--- config.mk ---
export PLATFORM = sky130hd
export DESIGN_NAME = bounding_box_pipe
export DESIGN_NICKNAME = d
export VERILOG_FILES = /design/src/rtl/bounding_box_pipe.sv
export SDC_FILE = /design/constraint.sdc
export NUM_CORES = 1
export LEC_CHECK = 0
export BUFFER_PORTS_ARGS = -buffer_cell sky130_fd_sc_hd__buf_4
export CORE_MARGIN = 2
export CORE_UTILIZATION = 40
export CTS_CLUSTER_DIAMETER = 120
export DETAILED_ROUTE_END_ITERATION = 8
export PLACE_DENSITY = 0.55
export SYNTH_ARGS = -nofsm -noshare
export SYNTH_HDL_FRONTEND = slang
export SYNTH_SLANG_ARGS = --single-unit
--- constraint.sdc ---
create_clock -name clk -period 4.2 [get_ports clk]
set_input_delay 0.42 -clock clk [delete_from_list [all_inputs] [get_ports clk]]
set_output_delay 0.42 -clock clk [all_outputs]
set_load 0.03 [all_outputs]
--- src/rtl/bounding_box_pipe.sv ---
// bounding_box_pipe: triangle bounding-box stage for the rasterizer.
//
// Takes three vertices in a sign/exponent/mantissa float format and computes
// min/max X and Y. Each result is flagged degenerate when the box has zero
// width or height. Results are buffered in an output FIFO.
//
// Pipeline:
//   S1   v1-vs-v2 min/max per axis; v3 is carried along.
//   S2   folds in v3, applies the optional scissor and the degenerate check.
//   FIFO circular buffer. Its credit count includes in-flight results, so
//        the pipeline never stalls.
//
// Handshake:
//   Accept on nd && us_rfd.
//   Pop on rdy && ds_rfd.
//
// Optional build macro BOUNDING_BOX_SCISSOR_EN:
//   Adds sc_minX/sc_maxX/sc_minY/sc_maxY inputs.
//   Clamps the box to the scissor window.
//   Raises cull for boxes that lie completely outside the window.
//   Without it, cull is tied to 0 and latency is the same.
//
// Reset is asynchronous and active-low on rst.
module bounding_box_pipe #(
  parameter int EXP_W = 5,
  parameter int MAN_W = 10,
  parameter int DEPTH = 4,
  localparam int FP_W = 1 + EXP_W + MAN_W
) (
  input  logic            clk,
  input  logic            rst,
  input  logic            nd,
  output logic            us_rfd,
  input  logic [FP_W-1:0] v1_posX,
  input  logic [FP_W-1:0] v1_posY,
  input  logic [FP_W-1:0] v2_posX,
  input  logic [FP_W-1:0] v2_posY,
  input  logic [FP_W-1:0] v3_posX,
  input  logic [FP_W-1:0] v3_posY,
  input  logic            ds_rfd,
  output logic            rdy,
  output logic [FP_W-1:0] fp_minX,
  output logic [FP_W-1:0] fp_maxX,
  output logic [FP_W-1:0] fp_minY,
  output logic [FP_W-1:0] fp_maxY,
  output logic            degen,
  output logic            cull
`ifdef BOUNDING_BOX_SCISSOR_EN
  ,
  input  logic [FP_W-1:0] sc_minX,
  input  logic [FP_W-1:0] sc_maxX,
  input  logic [FP_W-1:0] sc_minY,
  input  logic [FP_W-1:0] sc_maxY
`endif
);

  localparam int PTR_W = (DEPTH > 1) ? $clog2(DEPTH) : 1;
  localparam int CNT_W = $clog2(DEPTH + 1);
  localparam int OCC_W = CNT_W + 1;

  typedef struct packed {
    logic [FP_W-1:0] min_x;
    logic [FP_W-1:0] max_x;
    logic [FP_W-1:0] min_y;
    logic [FP_W-1:0] max_y;
  } box_t;

  typedef struct packed {
    box_t box;
    logic degen;
    logic cull;
  } entry_t;

  // Maps a float bit pattern to an unsigned key with the same total order.
  // The order has -0 below +0; NaNs simply sort by their bits.
  function automatic logic [FP_W-1:0] fp_key(input logic [FP_W-1:0] b);
    return b[FP_W-1] ? ~b : (b | {1'b1, {(FP_W-1){1'b0}}});
  endfunction

  function automatic logic key_lt(input logic [FP_W-1:0] a, input logic [FP_W-1:0] b);
    return fp_key(a) < fp_key(b);
  endfunction

  // 'a' is the lower vertex index, so a tie keeps a's bits.
  function automatic logic [FP_W-1:0] pick_min(input logic [FP_W-1:0] a,
                                               input logic [FP_W-1:0] b);
    return key_lt(b, a) ? b : a;
  endfunction

  function automatic logic [FP_W-1:0] pick_max(input logic [FP_W-1:0] a,
                                               input logic [FP_W-1:0] b);
    return key_lt(a, b) ? b : a;
  endfunction

  function automatic logic [PTR_W-1:0] ptr_inc(input logic [PTR_W-1:0] p);
    return (p == PTR_W'(DEPTH - 1)) ? '0 : p + PTR_W'(1);
  endfunction

  // ---------------------------------------------------------------------
  // State
  // ---------------------------------------------------------------------
  logic            s1_valid_q, s1_valid_d;
  box_t            s1_box_q, s1_box_d;
  logic [FP_W-1:0] s1_v3x_q, s1_v3x_d;
  logic [FP_W-1:0] s1_v3y_q, s1_v3y_d;
`ifdef BOUNDING_BOX_SCISSOR_EN
  box_t            s1_sc_q, s1_sc_d;
`endif
  logic            s2_valid_q, s2_valid_d;
  entry_t          s2_entry_q, s2_entry_d;

  entry_t          mem_q [DEPTH];
  logic [PTR_W-1:0] wr_ptr_q, wr_ptr_d;
  logic [PTR_W-1:0] rd_ptr_q, rd_ptr_d;
  logic [CNT_W-1:0] count_q, count_d;
  entry_t          hold_q, hold_d;
  logic            rfd_en_q, rfd_en_d;

  logic            accept;
  logic            push;
  logic            pop;
  logic [OCC_W-1:0] occupancy;
  entry_t          head;
  entry_t          out_entry;

  // Credit check, computed from registered state only.
  // rfd_en_q keeps us_rfd low while in reset.
  always_comb begin
    occupancy = OCC_W'(count_q) + OCC_W'(s1_valid_q) + OCC_W'(s2_valid_q);
    us_rfd    = rfd_en_q && (occupancy < OCC_W'(DEPTH));
    accept    = nd && us_rfd;
    rdy       = (count_q != '0);
    pop       = rdy && ds_rfd;
    push      = s2_valid_q;
  end

  // S1: v1-vs-v2 min/max per axis. Captures v3, and the scissor if present.
  always_comb begin
    // NOTE: every signal gets a default first, so no path leaves it unassigned and no latch is inferred.
    s1_valid_d = accept;
    s1_box_d   = s1_box_q;
    s1_v3x_d   = s1_v3x_q;
    s1_v3y_d   = s1_v3y_q;
`ifdef BOUNDING_BOX_SCISSOR_EN
    s1_sc_d    = s1_sc_q;
`endif
    if (accept) begin
      s1_box_d.min_x = pick_min(v1_posX, v2_posX);
      s1_box_d.max_x = pick_max(v1_posX, v2_posX);
      s1_box_d.min_y = pick_min(v1_posY, v2_posY);
      s1_box_d.max_y = pick_max(v1_posY, v2_posY);
      s1_v3x_d       = v3_posX;
      s1_v3y_d       = v3_posY;
`ifdef BOUNDING_BOX_SCISSOR_EN
      s1_sc_d.min_x  = sc_minX;
      s1_sc_d.max_x  = sc_maxX;
      s1_sc_d.min_y  = sc_minY;
      s1_sc_d.max_y  = sc_maxY;
`endif
    end
  end

  // S2: fold in v3, apply the optional scissor, then the degenerate check.
  always_comb begin
    box_t full;
    box_t clamped;
    logic cull_flag;
    full.min_x = pick_min(s1_box_q.min_x, s1_v3x_q);
    full.max_x = pick_max(s1_box_q.max_x, s1_v3x_q);
    full.min_y = pick_min(s1_box_q.min_y, s1_v3y_q);
    full.max_y = pick_max(s1_box_q.max_y, s1_v3y_q);
`ifdef BOUNDING_BOX_SCISSOR_EN
    cull_flag     = key_lt(full.max_x, s1_sc_q.min_x) || key_lt(s1_sc_q.max_x, full.min_x) ||
                    key_lt(full.max_y, s1_sc_q.min_y) || key_lt(s1_sc_q.max_y, full.min_y);
    clamped.min_x = pick_max(full.min_x, s1_sc_q.min_x);
    clamped.max_x = pick_min(full.max_x, s1_sc_q.max_x);
    clamped.min_y = pick_max(full.min_y, s1_sc_q.min_y);
    clamped.max_y = pick_min(full.max_y, s1_sc_q.max_y);
`else
    cull_flag     = 1'b0;
    clamped       = full;
`endif
    s2_valid_d = s1_valid_q;
    s2_entry_d = s2_entry_q;
    if (s1_valid_q) begin
      s2_entry_d.box   = clamped;
      s2_entry_d.cull  = cull_flag;
      s2_entry_d.degen = (clamped.min_x == clamped.max_x) ||
                         (clamped.min_y == clamped.max_y);
    end
  end

  // FIFO bookkeeping: pointers, count, and the last-popped value.
  // Push comes from S2; pop comes from the downstream handshake.
  always_comb begin
    wr_ptr_d = push ? ptr_inc(wr_ptr_q) : wr_ptr_q;
    rd_ptr_d = pop  ? ptr_inc(rd_ptr_q) : rd_ptr_q;
    unique case ({push, pop})
      2'b10:   count_d = count_q + CNT_W'(1);
      2'b01:   count_d = count_q - CNT_W'(1);
      default: count_d = count_q;
    endcase
    head     = mem_q[rd_ptr_q];
    hold_d   = pop ? head : hold_q;
    rfd_en_d = 1'b1;
  end

  // Outputs show the head entry while rdy is high.
  // Otherwise they hold the last popped entry.
  always_comb begin
    out_entry = rdy ? head : hold_q;
    fp_minX   = out_entry.box.min_x;
    fp_maxX   = out_entry.box.max_x;
    fp_minY   = out_entry.box.min_y;
    fp_maxY   = out_entry.box.max_y;
    degen     = out_entry.degen;
    cull      = out_entry.cull;
  end

  // Control and pipeline state registers, cleared by async reset.
  always_ff @(posedge clk or negedge rst) begin
    if (!rst) begin
      // NOTE: sequential state uses non-blocking assignments, so every flop updates from pre-edge values.
      s1_valid_q <= 1'b0;
      s1_box_q   <= '0;
      s1_v3x_q   <= '0;
      s1_v3y_q   <= '0;
`ifdef BOUNDING_BOX_SCISSOR_EN
      s1_sc_q    <= '0;
`endif
      s2_valid_q <= 1'b0;
      s2_entry_q <= '0;
      wr_ptr_q   <= '0;
      rd_ptr_q   <= '0;
      count_q    <= '0;
      hold_q     <= '0;
      rfd_en_q   <= 1'b0;
    end else begin
      s1_valid_q <= s1_valid_d;
      s1_box_q   <= s1_box_d;
      s1_v3x_q   <= s1_v3x_d;
      s1_v3y_q   <= s1_v3y_d;
`ifdef BOUNDING_BOX_SCISSOR_EN
      s1_sc_q    <= s1_sc_d;
`endif
      s2_valid_q <= s2_valid_d;
      s2_entry_q <= s2_entry_d;
      wr_ptr_q   <= wr_ptr_d;
      rd_ptr_q   <= rd_ptr_d;
      count_q    <= count_d;
      hold_q     <= hold_d;
      rfd_en_q   <= rfd_en_d;
    end
  end

  // FIFO storage: written from S2 whenever a result leaves the pipeline.
  always_ff @(posedge clk) begin
    // NOTE: storage is not reset; count_q gates its visibility, so stale contents are never observed.
    if (push) mem_q[wr_ptr_q] <= s2_entry_q;
  end

endmodule

==> out/qor.json <==
{
  "timing": {
    "final_hold_viol_count": 0,
    "post-route-min-period_ps": 3830,
    "fmax_mhz": 261,
    "worst_slew_margin_rel": 0.229,
    "hold_slack_ps": 48.8,
    "worst_clock_skew_ps": 18.6,
    "setup_viol": 0,
    "grt_setup_unrepaired": "no",
    "slew_violations": 0,
    "fin_tns_setup_ps": 0,
    "min_period_over_period": 0.912,
    "tightestPinTransition_ps": 1160
  },
  "placement": {
    "hpwl_mm": 41.6,
    "gp_congestion": 0.871,
    "io_buffers": 166,
    "detailed_place.area_um2": 27000
  },
  "worst_setup_path": {
    "critical_path_buf_inv_count": 3,
    "timing.setup.critical_path_class": "reg2reg",
    "cp-end-kind": "register",
    "crit_fanout": 12,
    "cp.required_ps": 4730,
    "timing.critical_path.mode_cell": "sky130_fd_sc_hd__buf_4",
    "cp_max_stage_delay_ps": 420,
    "cpMaxStageDelayCell": "sky130_fd_sc_hd__dfrtp_1",
    "critical_path_arrival_ps": 4360,
    "path_cells": "buf_4, buf_4, xor2_1, ha_1, nor3_1, o21ai_0, and3_1, a21o_1, or2_1, buf_4, o22a_1, o221ai_1, a21oi_1, nor4_1, nand4_1, o211ai_2",
    "worstSetupStartpointType": "register",
    "critical-path-top-delay-family": "simple AND/OR/NAND/NOR gates"
  },
  "clock_tree": {
    "clk_path_buf_depth": 3,
    "total_number_of_h_tree_levels": 2,
    "insertion_delay_ps": 590,
    "clkTransAtPathRegs_ps": 70,
    "clock-root-buffer": "sky130_fd_sc_hd__clkbuf_16",
    "clock_sink_count": 496,
    "cts_buffers": 51,
    "cts_tree": "built"
  },
  "yosys": {
    "register_bit_count_reported_by_yosys": 496,
    "synthFlopType": "sky130_fd_sc_hd__edfxtp_1",
    "mappedNetlistArea_um2": 24900,
    "postSynthCellCount": 1982,
    "synthArstFlopShare": 0.476,
    "synth.avg_cell_area_um2": 12.5,
    "ys_warn_count": 0,
    "synth_seq_area_share": 0.551,
    "count_of_distinct_cell_types_in_the_synthesized_netlist": 59,
    "synth_enable_flop_cells": 260,
    "postSynthNetCount": 2178
  },
  "finish": {
    "most-common-layout-cells": "260 x sky130_fd_sc_hd__edfxtp_1, 240 x sky130_fd_sc_hd__nand2_1, 232 x sky130_fd_sc_hd__dfrtp_1",
    "final_area_um2": 29000,
    "finalCoreUtilization": 0.470,
    "nets": 2316,
    "area.growth.synth_to_final_pct": 16.4,
    "final_layout_size_suffix_gt1_frac": 0.237,
    "mostFrequentLayoutCell": "sky130_fd_sc_hd__edfxtp_1"
  },
  "worst_hold_path": {
    "holdCritPathClass": "in2reg"
  },
  "floorplan": {
    "design.portCount": 168,
    "die_height_um": 253,
    "dieArea_um2": 64200,
    "rows": 91,
    "initial_core_util": 0.404,
    "die-width_um": 253,
    "fp.coreArea_um2": 61600
  },
  "detailed_routing": {
    "vias_per_cell": 5.17,
    "wire_per_inst_um": 19.8,
    "count_of_nets_left_with_antenna_violations_after_detail_routing": 0,
    "totalWireLength_mm": 59.3,
    "drcViolationCount": 0,
    "detailedRoute.firstIterationViolations": 905,
    "route.vias.total": 15498,
    "drt-pass1-iter-count": 7
  },
  "grt": {
    "first_global_vias": 15771,
    "grt_first_pass_wirelength_mm": 93.4,
    "global_route_overflow": 0,
    "grtUsageTotal": 0.188,
    "grt_antenna_before_repair": 2,
    "grt_start_max_net_pins": 97
  },
  "outcome": {
    "status": "complete, no violations"
  },
  "job": {
    "timing.max_cap.violations": 0
  }
}
-- cell families (layout without fill, tap and decap cells) --
group	count (synthesis)	after routing	share of synthesized area
AND/OR/NAND/NOR	395	395	0.0657
XOR/XNOR	185	185	0.0652
multiplexers	291	291	0.156
buffers and inverters	211	390	0.0348
flip-flops	496	496	0.551
AO/OA/AOI/OAI	305	305	0.0771
adder cells (fa/ha/maj)	97	97	0.0490
other	2	3	0.000302
-- repair_timing --
action | CTS | global route
gates resized for setup | 0 | 2
endpoints found under the setup margin | 0 | 1
hold buffers | 26 | 0
setup buffers | 0 | 0
endpoints found under the hold margin | 118 | 0
-- through the flow --
stage,worst slack [ps],std cells
2_1_floorplan,550,1982
3_3_place_gp,273,2878
3_5_place_dp,177,2878
4_1_cts,156,2998
5_1_grt,66.5,2999
6_report,368,2999
-- path summary, 6_finish.rpt --
| kind | startpoint | endpoint | slack [ps] | cells past startpoint |
|---|---|---|---|---|
| min in group asynchronous | rst | s1_box_q[25] | 460 | 2 |
| worst max-delay path | s1_v3y_q[15] | s2_entry_q[1] | 370 | 16 |
| max in group asynchronous | rst | s1_box_q[58] | 2690 | 3 |
| worst min-delay path | v3_posY[12] | s1_v3y_q[12] | 50 | 3 |
| worst max register to register | s1_v3y_q[15] | s2_entry_q[1] | 370 | 16 |
| worst min register to register | hold_q[52] | hold_q[52] | 500 | 1 |
-- registers in the layout (all words and copies together) (netlist names), 2 cells and up --
register,cells
count_q,3
mem_q,260
rd_ptr_q,2
s2_entry_q,65
s1_v3y_q,16
hold_q,65
wr_ptr_q,2
s1_box_q,64
s1_v3x_q,16
-- per-layer routing --
metal / vias up / part of all wire / global-route usage
li1: 7423 / - / -
met2: 309 / 0.43 / 0.280
met3: 76 / 0.039 / 0.0258
met5: - / 0.00022 / 0
met4: 2 / 0.022 / 0.0473
met1: 7688 / 0.50 / 0.287
-- worst reg2reg max path, cell delays in order (launching register included) --
cell and delay, ps:
sky130_fd_sc_hd__dfrtp_1 420, sky130_fd_sc_hd__buf_4 240, sky130_fd_sc_hd__buf_4 210, sky130_fd_sc_hd__xor2_1 240
sky130_fd_sc_hd__ha_1 280, sky130_fd_sc_hd__nor3_1 170, sky130_fd_sc_hd__o21ai_0 160, sky130_fd_sc_hd__and3_1 230
sky130_fd_sc_hd__a21o_1 180, sky130_fd_sc_hd__or2_1 290, sky130_fd_sc_hd__buf_4 200, sky130_fd_sc_hd__o22a_1 220
sky130_fd_sc_hd__o221ai_1 190, sky130_fd_sc_hd__a21oi_1 70, sky130_fd_sc_hd__nor4_1 330, sky130_fd_sc_hd__nand4_1 170
sky130_fd_sc_hd__o211ai_2 180
-- layout make-up --
class / instances / area, um^2
inverters: 52 / 195
diodes: 1 / 2.50
fillers: 5525 / 32600
clock buffers: 65 / 1390
flip-flops and latches: 496 / 13700
repair buffers: 244 / 1980
multi-input cells: 1275 / 10300
clock inverters: 29 / 289
well taps: 837 / 1050
-- synth_stat cells, drive strengths merged (10+ instances only) --
master | n | area share
clkbuf | 107 | 0.016
nand3 | 15 | 0.0030
nand2 | 242 | 0.037
o22a | 19 | 0.0067
edfxtp | 260 | 0.31
a21o | 13 | 0.0039
buf | 52 | 0.011
o21ai | 87 | 0.018
mux2 | 132 | 0.060
nor3 | 10 | 0.0020
a31oi | 32 | 0.0081
mux4 | 65 | 0.059
a21oi | 81 | 0.016
mux2i | 94 | 0.038
o221ai | 21 | 0.0074
xnor2 | 79 | 0.028
xor2 | 106 | 0.037
nor2 | 86 | 0.013
o21a | 13 | 0.0039
ha | 95 | 0.048
a22o | 12 | 0.0042
dfrtp | 236 | 0.24
inv | 51 | 0.0077
nand4 | 14 | 0.0035
Power is not shown: default switching activity piles up to over one toggle a cycle in this logic, so the estimate is an artifact.
